[config.mk]
export PLATFORM = sky130hd
export DESIGN_NAME = pmod_serial_tx
export DESIGN_NICKNAME = d
export VERILOG_FILES = /design/src/rtl/pmod_serial_pkg.sv /design/src/rtl/pmod_bit_timer.sv /design/src/rtl/pmod_serial_tx.sv
export SDC_FILE = /design/constraint.sdc
export NUM_CORES = 1
export LEC_CHECK = 0
export BUFFER_PORTS_ARGS = -buffer_cell sky130_fd_sc_hd__buf_2
export CORE_ASPECT_RATIO = 1.4
export CORE_MARGIN = 8
export CORE_UTILIZATION = 45
export CTS_CLUSTER_SIZE = 8
export DETAILED_ROUTE_END_ITERATION = 16
export PLACE_DENSITY = 0.66
export SLEW_MARGIN = 10
export SYNTH_ARGS = -nofsm -noshare
export SYNTH_HDL_FRONTEND = slang
export SYNTH_SLANG_ARGS = --single-unit
[constraint.sdc]
create_clock -name i_Clk -period 1.7 [get_ports i_Clk]
set_input_delay 0.34 -clock i_Clk [delete_from_list [all_inputs] [get_ports i_Clk]]
set_output_delay 0.34 -clock i_Clk [all_outputs]
set_load 0.05 [all_outputs]
[src/rtl/pmod_serial_pkg.sv]
// Shared definitions for the PMOD bit-serial link (transmitter and receiver).
// Holds default frame geometry and the transmitter state encoding.
package pmod_serial_pkg;

    localparam int WORD_W_DEF       = 9;
    localparam int CLKS_PER_BIT_DEF = 2;
    localparam int GAP_BITS_DEF     = 1;

    typedef enum logic [1:0] {
        IDLE  = 2'd0,
        SHIFT = 2'd1,
        GAP   = 2'd2
    } state_t;

endpackage

[src/rtl/pmod_bit_timer.sv]
// Bit-period phase counter for the PMOD serial transmitter.
// tick marks the last clock of a bit period; half_nxt is the clock-pin level for the coming cycle.
module pmod_bit_timer #(
    parameter int CLKS_PER_BIT = 2
) (
    input  logic i_Clk,
    input  logic i_Rst_L,
    input  logic clr,
    input  logic en,
    output logic tick,
    output logic half_nxt
);

    localparam int PH_W = (CLKS_PER_BIT > 1) ? $clog2(CLKS_PER_BIT) : 1;
    localparam logic [PH_W-1:0] PH_LAST = PH_W'(CLKS_PER_BIT - 1);
    localparam logic [PH_W-1:0] PH_HALF = PH_W'(CLKS_PER_BIT / 2);

    logic [PH_W-1:0] phase_r;
    logic [PH_W-1:0] phase_nxt_s;

    // Next phase: restart on accept, wrap at end of bit period, park at zero when idle
    always_comb begin
        phase_nxt_s = phase_r;
        tick        = 1'b0;
        if (clr) begin
            phase_nxt_s = {PH_W{1'b0}};
        end else if (en) begin
            if (phase_r == PH_LAST) begin
                tick        = 1'b1;
                phase_nxt_s = {PH_W{1'b0}};
            end else begin
                phase_nxt_s = phase_r + PH_W'(1);
            end
        end else begin
            phase_nxt_s = {PH_W{1'b0}};
        end
        half_nxt = (phase_nxt_s >= PH_HALF);
    end

    // Phase register
    always_ff @(posedge i_Clk or negedge i_Rst_L) begin
        if (!i_Rst_L) begin
            phase_r <= {PH_W{1'b0}};
        end else begin
            phase_r <= phase_nxt_s;
        end
    end

endmodule

[src/rtl/pmod_serial_tx.sv]
// PMOD bit-serial transmitter: accepts a word by valid/ready, shifts it out LSB first
// with a frame strobe on bit 0 and a mid-bit clock, then idles for GAP_BITS bit periods.
module pmod_serial_tx
    import pmod_serial_pkg::*;
#(
    parameter int WORD_W       = WORD_W_DEF,
    parameter int CLKS_PER_BIT = CLKS_PER_BIT_DEF,
    parameter int GAP_BITS     = GAP_BITS_DEF
) (
    input  logic              i_Clk,
    input  logic              i_Rst_L,
    input  logic [WORD_W-1:0] i_Data,
    input  logic              i_Valid,
    output logic              o_Ready,
    output logic              o_Busy,
    output logic              o_Done,
    output logic              o_PMOD_Data,
    output logic              o_PMOD_Frame,
    output logic              o_PMOD_Clk
);

    localparam int BIT_W = (WORD_W > 1) ? $clog2(WORD_W) : 1;
    localparam int GAP_W = (GAP_BITS > 1) ? $clog2(GAP_BITS) : 1;
    localparam logic [BIT_W-1:0] BIT_LAST = BIT_W'(WORD_W - 1);
    localparam logic [GAP_W-1:0] GAP_LAST = GAP_W'((GAP_BITS > 0) ? (GAP_BITS - 1) : 0);
    localparam bit HAS_GAP = (GAP_BITS > 0);

    state_t            state_r, state_nxt_s;
    logic [WORD_W-1:0] shift_r, shift_nxt_s;
    logic [BIT_W-1:0]  bitcnt_r, bitcnt_nxt_s;
    logic [GAP_W-1:0]  gapcnt_r, gapcnt_nxt_s;
    logic              done_nxt_s;
    logic              accept_s;
    logic              tick_s;
    logic              half_nxt_s;
    logic              ready_r, busy_r, done_r, data_r, frame_r, clk_r;

    assign accept_s = i_Valid && ready_r;

    pmod_bit_timer #(
        .CLKS_PER_BIT(CLKS_PER_BIT)
    ) u_bit_timer (
        .i_Clk    (i_Clk),
        .i_Rst_L  (i_Rst_L),
        .clr      (accept_s),
        .en       (state_r != IDLE),
        .tick     (tick_s),
        .half_nxt (half_nxt_s)
    );

    // Next-state, shift register and bit/gap counter logic
    always_comb begin
        state_nxt_s  = state_r;
        shift_nxt_s  = shift_r;
        bitcnt_nxt_s = bitcnt_r;
        gapcnt_nxt_s = gapcnt_r;
        done_nxt_s   = 1'b0;
        case (state_r)
            IDLE: begin
                if (accept_s) begin
                    state_nxt_s  = SHIFT;
                    shift_nxt_s  = i_Data;
                    bitcnt_nxt_s = {BIT_W{1'b0}};
                    gapcnt_nxt_s = {GAP_W{1'b0}};
                end else begin
                    state_nxt_s = IDLE;
                end
            end
            SHIFT: begin
                if (tick_s) begin
                    if (bitcnt_r == BIT_LAST) begin
                        state_nxt_s  = HAS_GAP ? GAP : IDLE;
                        done_nxt_s   = !HAS_GAP;
                        bitcnt_nxt_s = {BIT_W{1'b0}};
                        shift_nxt_s  = {WORD_W{1'b0}};
                    end else begin
                        bitcnt_nxt_s = bitcnt_r + BIT_W'(1);
                        shift_nxt_s  = shift_r >> 1;
                    end
                end else begin
                    state_nxt_s = SHIFT;
                end
            end
            GAP: begin
                if (tick_s) begin
                    if (gapcnt_r == GAP_LAST) begin
                        state_nxt_s  = IDLE;
                        done_nxt_s   = 1'b1;
                        gapcnt_nxt_s = {GAP_W{1'b0}};
                    end else begin
                        gapcnt_nxt_s = gapcnt_r + GAP_W'(1);
                    end
                end else begin
                    state_nxt_s = GAP;
                end
            end
            default: begin
                state_nxt_s  = IDLE;
                shift_nxt_s  = {WORD_W{1'b0}};
                bitcnt_nxt_s = {BIT_W{1'b0}};
                gapcnt_nxt_s = {GAP_W{1'b0}};
            end
        endcase
    end

    // State registers; pins are registered from next-state values so they align with the state
    always_ff @(posedge i_Clk or negedge i_Rst_L) begin
        if (!i_Rst_L) begin
            state_r  <= IDLE;
            shift_r  <= {WORD_W{1'b0}};
            bitcnt_r <= {BIT_W{1'b0}};
            gapcnt_r <= {GAP_W{1'b0}};
            ready_r  <= 1'b1;
            busy_r   <= 1'b0;
            done_r   <= 1'b0;
            data_r   <= 1'b0;
            frame_r  <= 1'b0;
            clk_r    <= 1'b0;
        end else begin
            state_r  <= state_nxt_s;
            shift_r  <= shift_nxt_s;
            bitcnt_r <= bitcnt_nxt_s;
            gapcnt_r <= gapcnt_nxt_s;
            ready_r  <= (state_nxt_s == IDLE);
            busy_r   <= (state_nxt_s != IDLE);
            done_r   <= done_nxt_s;
            data_r   <= (state_nxt_s == SHIFT) && shift_nxt_s[0];
            frame_r  <= (state_nxt_s == SHIFT) && (bitcnt_nxt_s == {BIT_W{1'b0}});
            clk_r    <= (state_nxt_s == SHIFT) && half_nxt_s;
        end
    end

    assign o_Ready      = ready_r;
    assign o_Busy       = busy_r;
    assign o_Done       = done_r;
    assign o_PMOD_Data  = data_r;
    assign o_PMOD_Frame = frame_r;
    assign o_PMOD_Clk   = clk_r;

endmodule

==> flow_summary_export.csv <==
group,metric,value,unit
outcome,status,"complete, no violations",
route,viasPerCell,5.58,
synthesis,synth_compound_area_share,19.6,%
worst_setup_path,path_class,"reg -> reg",
global_routing,grtUsageTotal,10.1,%
synthesis,synthCells,89,
power,ir_worst_vdd,1.14,mV
clock_tree,cts_tree,"built",
hold_path,worstHoldPathCells,3,
clock_tree,cts_buffers,3,
final_layout,fill_cells,200,
hold_path,min_to,"shift_r[1]",
timing,drv_slew,0,
synthesis,synth_common_cells,"dfrtp_1, inv_1, a222oi_1",
power,p_leak,0.646,nW
clock_tree,cts_max_level,1,
synthesis,synth_top_area_share,51.7,%
timing,setup_viol,0,
run,maxCapViolCount,0,
synthesis,synth_area_leaders,"dfrtp_1, a222oi_1, inv_1",
route,route.vias.total,748,
floorplanning,chipWidth,56.2,um
synthesis,synth_fa_ha_area_share,2.46,%
clock_tree,clk_pin_slew,120,ps
worst_setup_path,regToRegEndpoint,"o_PMOD_Data",
timing,max_freq,620,MHz
global_routing,antenna_found_initial,0,
global_routing,overflow,0,
floorplanning,initial_core_util,47.2,%
final_layout,antenna_cells,0,
final_layout,nets,127,
timing,tightest_slew,479,ps
route,drt-pass1-iter-count,8,
worst_setup_path,path_cells,"inv_1 -> ha_1 -> and3b_2 -> nor3_4 -> a222oi_1 -> nor2_1",
worst_setup_path,arrival,1850,ps
worst_setup_path,rr_worst_depth,6,
timing,period_share,94.8,%
synthesis,synth.net_count,103,
worst_setup_path,timing.rr.start,"bitcnt_r[0]",
power,p_total,0.00222,W
synthesis,ys_seq_area_share,54.3,%
synthesis,synth_top_family_by_area,"compound AO/OA/AOI/OAI gates",
worst_setup_path,cp_slowest_stage_delay,370,ps
route,drc,0,
placement,dp_hpwl,1.44,mm
floorplanning,die_area,4060,um2
timing,fin_worst_skew,2.06,ps
timing,finalHoldViolCount,0,
floorplanning,core-area,2150,um2
synthesis,syn_area,1020,um2
final_layout,largestRegisters,"shift_r: 9 flops, bitcnt_r: 4 flops, state_r: 2 flops",
clock_tree,clk_latency,290,ps
global_routing,grt_pass1_wl,3.42,mm
synthesis,synth_most_common_cell,"dfrtp_1",
synthesis,synthSimpleGateAreaFrac,15.0,%
synthesis,synth_edf_count,0,
power,power_density,1850,nW/um2
worst_setup_path,cp-end-kind,"register",
synthesis,synthMuxAreaShare,1.11,%
floorplanning,die_h,72.2,um
final_layout,post-route-util,55.9,%
synthesis,synth_cell_types,33,
final_layout,regMostFlops,"shift_r",
timing,slew_headroom,68.1,%
route,drtIter0Drc,50,
global_routing,grt_start_max_net_pins,23,
clock_tree,clock_sinks,22,
timing,rsz0062_at_grt,"true",
timing,fin_crit,1610,ps
timing,hold_slack,267,ps
final_layout,layout-drive-gt1-share,33.9,%
placement,place_congestion,0.769,
hold_path,hp-start,"i_Data[1]",
final_layout,largest_register_ffs,9,
synthesis,yosys.area.top_type,"dfrtp_1",
global_routing,grt_pass1_vias,765,
floorplanning,pin_count,18,
hold_path,hold_path.class,"in -> reg",
worst_setup_path,cp_max_fo,10,
synthesis,ys_ff_latch,22,
placement,port_buffers,17,
route,wl_per_cell,14.9,um
synthesis,synthArstFlopShare,100,%
worst_setup_path,rrSetupSlack,90,ps
synthesis,ys_warn_count,0,
synthesis,synth_xor_area_share,0,%
route,drt-total-wl,2.00,mm
worst_setup_path,cp-start-kind,"register",
clock_tree,root_buffer,"clkbuf_4",
timing,tns,0,ps
floorplanning,std_cell_rows,20,
worst_setup_path,cp_slowest_cell,"nor3_4",
route,ant_nets,0,
final_layout,syn2layout_area_growth,18.5,%
worst_setup_path,required,1940,ps
synthesis,avgSynthCellArea,11.4,um2
synthesis,synth_top_flop_cell,"dfrtp_1",
clock_tree,cts_buffer_depth,2,
power breakdown:
| part | leakage (nW) | internal [W] | total [W] | switching [W] |
|---|---|---|---|---|
| Clock | 0.0279 | 0.000238 | 0.000386 | 0.000148 |
| Sequential | 0.282 | 0.000705 | 0.000826 | 0.000121 |
| Combinational | 0.336 | 0.000411 | 0.00101 | 0.000601 |
| Total | 0.646 | 0.00135 | 0.00222 | 0.000870 |
critical path, delay by kind of cell, from the launching register on:
family	cells	cell delay, ps
buffers and inverters	1	50
adders and majority gates	1	200
and+or+nand+nor	3	740
AOI/OAI and AO/OA	1	200
DFF	1	360
worst max-delay path by stage:
stage                              end  cells past startpoint  slack (ps)         from
final                      o_PMOD_Data                      6          90  bitcnt_r[0]
after global routing      o_PMOD_Frame                      7         -40  bitcnt_r[0]
after CTS                 o_PMOD_Frame                      6           4  bitcnt_r[1]
after detailed placement  o_PMOD_Frame                      6          40  bitcnt_r[1]
after global placement    o_PMOD_Frame                      6          50  bitcnt_r[1]
after floorplan           o_PMOD_Frame                      6          90      o_Ready
cells by family (layout without fill, tap and decap cells):
family | Yosys count | in the layout
buf+inv | 15 | 38
mux | 1 | 1
simple gates | 25 | 25
fa+ha+maj | 2 | 2
flops | 22 | 22
compound gates | 24 | 24
layer usage:
layer	routed length, um	vias to the layer above	track usage (%)
li1	-	366	-
met1	822	348	11.9
met2	1020	32	16.8
met3	139	2	3.14
met4	16	0	3.22
met5	0	-	0
timing repair:
item,4_1_cts,5_1_grt
setup endpoints to repair,0,10
hold buffers,1,0
resized for setup,0,3
buffers inserted,0,1
endpoints found under the hold margin,21,0
cell usage in the layout (no fill, tap or decap), types with 2 or more instances in the layout:
master and instances:
inv_1 10, nor3_4 2, buf_2 17, ha_1 2, a21o_1 2, a222oi_1 8
clkbuf_4 3, nand2b_1 3, dfrtp_1 21, nor3b_1 2, buf_4 5, a22o_1 3
nor2_1 5, nand2_1 6, o21ai_1 3
through the flow:
| step | instances | cell area (um2) | worst slack, ps |
|---|---|---|---|
| CTS | 133 | 1190 | 3.89 |
| global route | 134 | 1200 | -35.7 |
| floorplan | 89 | 1020 | 90.0 |
| global placement | 128 | 1120 | 49.4 |
| detailed placement | 128 | 1120 | 38.5 |
| finish | 134 | 1200 | 88.2 |
area by class of cell:
cell class	count	area (um2)	area share, %
Sequential cell	22	552	45.8
Multi-Input combinational cell	52	398	33.1
Timing Repair Buffer	23	133	11.0
Inverter	11	41.3	3.43
Clock inverter	1	30.0	2.49
Tap cell	22	27.5	2.29
Clock buffer	3	22.5	1.87
(Power assumes the default switching activity.)
